===== config.mk =====
export PLATFORM = sky130hd
export DESIGN_NAME = la_iddr_align
export DESIGN_NICKNAME = d
export VERILOG_FILES = /design/src/rtl/la_iddr_align.sv
export SDC_FILE = /design/constraint.sdc
export NUM_CORES = 1
export LEC_CHECK = 0
export CORE_MARGIN = 2
export CORE_UTILIZATION = 35
export CTS_BUF_LIST = sky130_fd_sc_hd__clkbuf_8
export DETAILED_ROUTE_END_ITERATION = 8
export PLACE_DENSITY = 0.63
export SLEW_MARGIN = 20
export SYNTH_ARGS = -nofsm -noshare
export SYNTH_HDL_FRONTEND = slang
export SYNTH_SLANG_ARGS = --single-unit
export TNS_END_PERCENT = 20

===== constraint.sdc =====
create_clock -name clk -period 2.24 [get_ports clk]
set_input_delay 0.224 -clock clk [delete_from_list [all_inputs] [get_ports clk]]
set_output_delay 0.224 -clock clk [all_outputs]
set_load 0.01 [all_outputs]

===== src/rtl/la_iddr_align.sv =====
// la_iddr_align: word-alignment controller and deserializer for one la_iddr lane.
// Rise/fall pairs shift into a 2*WIDTH history register. A WIDTH-bit word is cut
// from it every WIDTH/2 cycles at the current bit offset (slip).
// Optional feature macro: LA_IDDR_ALIGN_EN compiles in the training FSM, which
// slips the word boundary until PATTERN is seen LOCKCNT times in a row. Without
// the macro, the lane locks as soon as it is enabled, with a fixed offset of zero.
module la_iddr_align #(
  parameter int               WIDTH   = 8,
  parameter logic [WIDTH-1:0] PATTERN = 8'hB4,
  parameter int               LOCKCNT = 4,
  parameter                   PROP    = "DEFAULT"
) (
  input  logic                     clk,
  input  logic                     nreset,
  input  logic                     enable,
  input  logic                     train,
  input  logic                     rise,
  input  logic                     fall,
  output logic [WIDTH-1:0]         out_data,
  output logic                     out_valid,
  input  logic                     out_ready,
  output logic                     locked,
  output logic                     align_err,
  output logic                     overflow,
  input  logic                     ovf_clr,
  output logic [$clog2(WIDTH)-1:0] slip
);

  localparam int SW = $clog2(WIDTH);
  localparam int CW = $clog2(WIDTH / 2);
  localparam int TW = $clog2(WIDTH) + 1;
  localparam int MW = $clog2(LOCKCNT + 1);
  localparam logic [CW-1:0] CNT_LAST = CW'(WIDTH / 2 - 1);

  typedef enum logic [2:0] {
    ST_IDLE   = 3'd0,
    ST_SEARCH = 3'd1,
    ST_SETTLE = 3'd2,
    ST_VERIFY = 3'd3,
    ST_LOCK   = 3'd4,
    ST_ERROR  = 3'd5
  } state_t;

  state_t             state_r;
  logic [2*WIDTH-1:0] h_r;
  logic [2*WIDTH-1:0] h_next_s;
  logic [CW-1:0]      cnt_r;
  logic [WIDTH-1:0]   out_data_r;
  logic               out_valid_r;
  logic               overflow_r;
  logic               locked_r;
  logic [SW-1:0]      slip_s;
  logic [SW:0]        base_s;
  logic               train_win_s;
  logic               boundary_s;
  logic [WIDTH-1:0]   word_s;
  logic               deliver_s;
  logic               drop_s;
  logic               unused_s;

  // History including this cycle's pair; rise is the older bit so it lands higher.
  assign h_next_s   = {h_r[2*WIDTH-3:0], rise, fall};
  assign boundary_s = enable && (cnt_r == CNT_LAST);
  assign base_s     = {1'b0, slip_s};
  assign word_s     = h_next_s[base_s +: WIDTH];
  // A train pulse pre-empts the boundary, so no word is produced in that cycle.
  assign deliver_s  = boundary_s && (state_r == ST_LOCK) && !train_win_s;
  assign drop_s     = deliver_s && out_valid_r && !out_ready;
  assign unused_s   = ^{train, h_r[2*WIDTH-1 -: 2], PROP};

  // Shift history and run the phase counter while enabled; history survives disable.
  always_ff @(posedge clk) begin
    if (!nreset) begin
      h_r   <= {(2*WIDTH){1'b0}};
      cnt_r <= {CW{1'b0}};
    end else if (!enable) begin
      cnt_r <= {CW{1'b0}};
    end else begin
      h_r   <= h_next_s;
      cnt_r <= (cnt_r == CNT_LAST) ? {CW{1'b0}} : cnt_r + 1'b1;
    end
  end

  // Output word register with valid/ready handshake and sticky drop flag.
  always_ff @(posedge clk) begin
    if (!nreset) begin
      out_data_r  <= {WIDTH{1'b0}};
      out_valid_r <= 1'b0;
      overflow_r  <= 1'b0;
    end else begin
      if (!enable) begin
        out_valid_r <= 1'b0;
      end else if (deliver_s && !drop_s) begin
        out_data_r  <= word_s;
        out_valid_r <= 1'b1;
      end else if (out_valid_r && out_ready) begin
        out_valid_r <= 1'b0;
      end else begin
        out_valid_r <= out_valid_r;
      end
      if (drop_s) begin
        overflow_r <= 1'b1;
      end else if (ovf_clr) begin
        overflow_r <= 1'b0;
      end else begin
        overflow_r <= overflow_r;
      end
    end
  end

  // Lock indicator follows the state one cycle late.
  always_ff @(posedge clk) begin
    if (!nreset) begin
      locked_r <= 1'b0;
    end else begin
      locked_r <= (state_r == ST_LOCK);
    end
  end

`ifdef LA_IDDR_ALIGN_EN
  logic [SW-1:0] slip_r;
  logic [TW-1:0] tries_r;
  logic [MW-1:0] match_r;
  logic          align_err_r;
  logic          hit_s;
  logic [SW-1:0] slip_inc_s;

  assign hit_s       = (word_s == PATTERN);
  assign slip_inc_s  = (slip_r == SW'(WIDTH - 1)) ? {SW{1'b0}} : slip_r + 1'b1;
  assign slip_s      = slip_r;
  assign train_win_s = train;
  assign align_err   = align_err_r;

  // Training FSM: slip one bit per failed boundary, verify repeats, then lock.
  always_ff @(posedge clk) begin
    if (!nreset) begin
      state_r <= ST_IDLE;
      slip_r  <= {SW{1'b0}};
      tries_r <= {TW{1'b0}};
      match_r <= {MW{1'b0}};
    end else if (!enable) begin
      state_r <= ST_IDLE;
      tries_r <= {TW{1'b0}};
      match_r <= {MW{1'b0}};
    end else if (train) begin
      state_r <= ST_SEARCH;
      tries_r <= {TW{1'b0}};
      match_r <= {MW{1'b0}};
    end else begin
      case (state_r)
        ST_SEARCH: begin
          if (tries_r == TW'(WIDTH)) begin
            state_r <= ST_ERROR;
          end else if (boundary_s && hit_s) begin
            if (LOCKCNT == 1) begin
              state_r <= ST_LOCK;
            end else begin
              state_r <= ST_VERIFY;
              match_r <= MW'(1);
            end
          end else if (boundary_s) begin
            slip_r  <= slip_inc_s;
            tries_r <= tries_r + 1'b1;
            state_r <= ST_SETTLE;
          end
        end
        ST_SETTLE: begin
          if (boundary_s) state_r <= ST_SEARCH;
        end
        ST_VERIFY: begin
          if (boundary_s && hit_s) begin
            match_r <= match_r + 1'b1;
            if (match_r == MW'(LOCKCNT - 1)) state_r <= ST_LOCK;
          end else if (boundary_s) begin
            slip_r  <= slip_inc_s;
            tries_r <= tries_r + 1'b1;
            state_r <= ST_SETTLE;
          end
        end
        ST_IDLE, ST_LOCK, ST_ERROR: begin
          state_r <= state_r;
        end
        default: begin
          state_r <= ST_IDLE;
        end
      endcase
    end
  end

  // Alignment error indicator follows the state one cycle late.
  always_ff @(posedge clk) begin
    if (!nreset) begin
      align_err_r <= 1'b0;
    end else begin
      align_err_r <= (state_r == ST_ERROR);
    end
  end
`else
  assign slip_s      = {SW{1'b0}};
  assign train_win_s = 1'b0;
  assign align_err   = 1'b0;

  // Without training the lane is locked whenever it is enabled.
  always_ff @(posedge clk) begin
    if (!nreset) begin
      state_r <= ST_IDLE;
    end else if (!enable) begin
      state_r <= ST_IDLE;
    end else begin
      state_r <= ST_LOCK;
    end
  end
`endif

  assign out_data  = out_data_r;
  assign out_valid = out_valid_r;
  assign overflow  = overflow_r;
  assign locked    = locked_r;
  assign slip      = slip_s;

endmodule


# Yosys cells after proc, flatten, opt, wreduce, memory -nomap -nowiden
# Index checks and enable logic that the tools add are counted.
# totals
regBits,22
# op_classes
eq_ne,2
n_reduce_logical,13
n_mux,5
addsub,1
n_bitwise,2
# op_table
cell,count
$logic_and 1x1->1,6
$mux 1,4
$reduce_and 2->1,2
$reduce_bool 2->1,2
$eq 3x3->1 const B,1
$mux 3,1
$reduce_or 3->1,1
$add 2x1->2 const B,1
$eq 2x2->1 const B,1
$logic_not 1->1,2
$not 1->1,2

# Logic depth before layout (Yosys ltp)
# logic_depth
ltp_word,8
mapped_depth,5
mapped_depth_nobuf,4

# Least setup slack after synthesis
# No wires, ideal clock.
# synth_path
kind,reg2reg
start,register cnt_r[0]
end,register out_data_r[0] (netlist: out_data[0])
n_path_buf,1
t_arrival_ps,1041
period_less_slack_ps,1112
setup_slack_ps,1128
path_stages_with_launch,6
path_cell_list,dfxtp_1 -> ha_1 -> nand3_4 -> nor2b_4 -> buf_12 -> mux2i_1
# synth_via
elab_chain_len,8
# synth_rtl
element,line,rtl
start: declaration,47,logic [CW-1:0] cnt_r;
start signal: assignment,75,cnt_r <= {CW{1'b0}};
start signal: assignment,77,cnt_r <= {CW{1'b0}};
start signal: assignment,80,cnt_r <= (cnt_r == CNT_LAST) ? {CW{1'b0}} : cnt_r + 1'b1;
$eq 2x2->1 (*),63,assign boundary_s = enable && (cnt_r == CNT_LAST);
$logic_and 1x1->1 (*),63,
$logic_and 1x1->1 (*),67,assign deliver_s = boundary_s && (state_r == ST_LOCK) && !train_win_s;
$logic_and 1x1->1 (2 in a row),68,assign drop_s = deliver_s && out_valid_r && !out_ready;
$logic_not 1->1,93,end else if (deliver_s && !drop_s) begin
$logic_and 1x1->1 (*),93,
$reduce_and 2->1 (no source line) (*),--,
end signal: assignment,87,out_data_r <= {WIDTH{1'b0}};
end signal: assignment,94,out_data_r <= word_s;
end: declaration,48,logic [WIDTH-1:0] out_data_r;
# Every way passes the cells marked *; elsewhere a longest branch is shown, timed or not.
# A chain may end at the register's enable or synchronous reset.

# Worst setup path after layout
# layout_path
start,register out_data_r[3] (netlist: out_data[3])
end,output out_data[3]
# layout_rtl
element,line,rtl
end: declaration,19,"output logic [WIDTH-1:0] out_data,"
# No word-level cell between the ends.

==> metrics.csv <==
stage,metric,value,unit
final_layout,Fillers,236,
critical_path,crit-path max FO,2,
timing,Setup Skew,0.00230,ns
floorplan,Die H,52.2,um
final_layout,share of cells above drive strength 1,8.33,%
floorplan,Die Wd,52.2,um
clock_network,CTS sink cnt,20,
timing,Tcrit/Tclk final,60.3,%
synthesis,"Seq/Total Area, Yosys",49.2,%
grt,GR Overflow Total,0,
synthesis,synthesized cell area,815,um^2
final_layout,multi-input logic area,343,um^2
synthesis,Syn Inst Count,79,
clock_network,Max clock buf depth,2,
clock_network,postcts setup bufs,0,
placed_design,dpl hpwl,918,um
grt,global-route wire length before repair,2170,um
floorplan,Initial Utilization,36.8,%
final_layout,Finished Layout Cells,124,
synthesis,Synth area leader,dfxtp_1,
synthesis,Synth top area share,49.2,%
power,pwr dens,664,nW/um^2
job,max-cap check violation count,0,
power,Clk pwr share,39.7,%
power,worst vdd ir,0.416,mV
timing,final setup violation count,0,
routing,DR pass1 iterations,2,
critical_path,startpoint types,register,
placed_design,port bufs,17,
grt,number of global-route vias before repair,538,
clock_network,H-tree lvl count,1,
grt,gr usage total,11.0,%
power,Int Power,542,uW
routing,1st-iter DRT viols,4,
final_layout,area growth from synthesis to layout,26.0,%
floorplan,Die ar.,2730,um^2
timing,Pins Over Slew Limit,0,
final_layout,fin nets,106,
routing,final wirelength,1270,um
timing,Max Clock Freq,0.741,GHz
synthesis,Yosys reg bits,20,
hold_path,Hold Path Class,register to register,
clock_network,cts repair resizes,0,
synthesis,Synth Area per Inst,10.3,um^2
critical_path,WP data arrival,1.13,ns
synthesis,top post-synthesis cells by area,"dfxtp_1, mux2i_1, nand2_1",
routing,via count,524,
floorplan,Core ar.,2210,um^2
critical_path,critical-path cell list,clkdlybuf4s50_1,
power,leakage,0.389,nW
routing,post-route ant nets,0,
timing,RSZ-0062 raised after global routing,false,
power,Sw Share,20.5,%
floorplan,# rows,17,
placed_design,placed cell count,120,
final_layout,sequential standard cell area,400,um^2
outcome,status,"finished, final reports clean",
timing,TNS Setup,0,ns
clock_network,root buf cell,clkbuf_8,
clock_network,Post-CTS Hold Fix Bufs,0,
placed_design,routability cong.,0.631,
floorplan,Top-Level Pins,23,
power,Sw Pwr,140,uW
clock_network,CTS tree,done,
routing,routed wire length per instance,10.3,um
power,Seq pwr share,53.9,%
clock_network,later-pin clock latency in the skew report,0.25,ns
synthesis,Yosys cell types,20,
grt,antenna violations before repair,0,
timing,final hold violation count,0,
critical_path,critical path's slowest cell,clkdlybuf4s50_1,
critical_path,Crit path max-delay family,buffers and inverters,
critical_path,CP Data Required Time,2.02,ns
clock_network,clk slew on worst S/H paths,0.07,ns
critical_path,Critical Path Max Stage Delay,0.54,ns
final_layout,Ant. Diodes,0,
critical_path,CP Class,register to output pin,
synthesis,Synth Warn #,0,
power,Comb pwr share,6.4,%
critical_path,CP Buf/Inv Count,1,
grt,largest net degree at the start of global routing,14,
routing,drc violations,0,
routing,DR vias/cell,4.23,
timing,Tmin final,1.35,ns
critical_path,crit end category,output pin,
clock_network,CTS buffer count,3,
==> per-stage QoR <==
stage               cell area [um^2]  util, %  total power [mW]  worst slack (ns)  hold WS, ns
global route                    1030     46.4             0.714             0.811        0.471
CTS                             1030     46.4             0.692             0.875        0.442
floorplan                        826        -             0.408              1.13        0.366
global placement                 971     43.9             0.418             0.754        0.415
finish                          1030     46.4             0.681             0.890        0.434
detailed placement               971     43.9             0.419             0.743        0.431
==> registers in the layout, summed over array words and instances, names as in the netlist <==
name and cells:
out_data 8, h_r 6, cnt_r 2, locked 1, out_valid 1, overflow 1, state_r 1
==> path summary, 6_finish.rpt <==
check                            startpoint          end  slack [ns]  cells past startpoint
worst min-delay path               cnt_r[0]     cnt_r[0]        0.43                      1
worst max-delay path            out_data[3]  out_data[3]        0.89                      1
worst min register to register     cnt_r[0]     cnt_r[0]        0.43                      1
worst max register to register     cnt_r[0]  out_data[0]        0.95                      4
==> power groups by stage <==
stage	Sequential, mW	Combinational [mW]	Clock, mW
final	0.367	0.0433	0.270
after floorplan	0.375	0.0326	0
after detailed placement	0.376	0.0435	0
after global placement	0.375	0.0422	0
after CTS	0.367	0.0437	0.281
after global routing	0.368	0.0477	0.298
==> cell usage in the layout (no fill, tap or decap), drive strengths merged <==
| master | synthesis | routed |
|---|---|---|
| mux2i | 14 | 14 |
| and2 | 2 | 2 |
| nand3 | 1 | 1 |
| inv | 2 | 2 |
| nand2b | 1 | 1 |
| nand2 | 17 | 17 |
| clkbuf | 1 | 4 |
| dfxtp | 20 | 20 |
| conb | 1 | 4 |
| buf | 8 | 2 |
| a21oi | 1 | 1 |
| ha | 1 | 1 |
| clkdlybuf4s50 | 0 | 17 |
| nor2b | 7 | 7 |
| nor3 | 1 | 1 |
| nor3b | 1 | 1 |
| o22ai | 1 | 1 |
==> logic make-up (layout without fill, tap and decap cells) <==
family                   count (synthesis)  count (layout)  synth area share, %
other                                    1               4                0.460
AND/OR/NAND/NOR                         30              30                 20.1
flip-flops                              20              20                 49.2
multiplexers                            14              14                 17.2
AO/OA/AOI/OAI                            2               2                 1.38
buffers and inverters                   11              25                 10.1
adder cells (fa/ha/maj)                  1               1                 1.54
==> Yosys cell counts <==
cell	count
a21oi_1	1
buf_2	2
conb_1	1
dfxtp_1	20
nand2_1	17
nand2b_1	1
and2_1	2
clkbuf_1	1
buf_12	1
nor2b_1	6
buf_4	4
buf_6	1
o22ai_1	1
ha_1	1
nor3_1	1
nor3b_1	1
nor2b_4	1
nand3_4	1
mux2i_1	14
inv_1	2
==> metal layers <==
| metal | global-route usage (%) | routed length [um] |
|---|---|---|
| met1 | 13.1 | 624 |
| met2 | 17.9 | 590 |
| met3 | 2.57 | 59 |
| met4 | 6.41 | 0 |
| met5 | 0 | 0 |
==> layout make-up <==
class,count,share of cell area [%]
Clock buffer,4,5.37
Sequential cell,20,39.0
Multi-Input combinational cell,51,33.4
Inverter,2,0.732
Tap cell,28,3.41
Timing Repair Buffer,19,18.0
(Power assumes the default switching activity.)
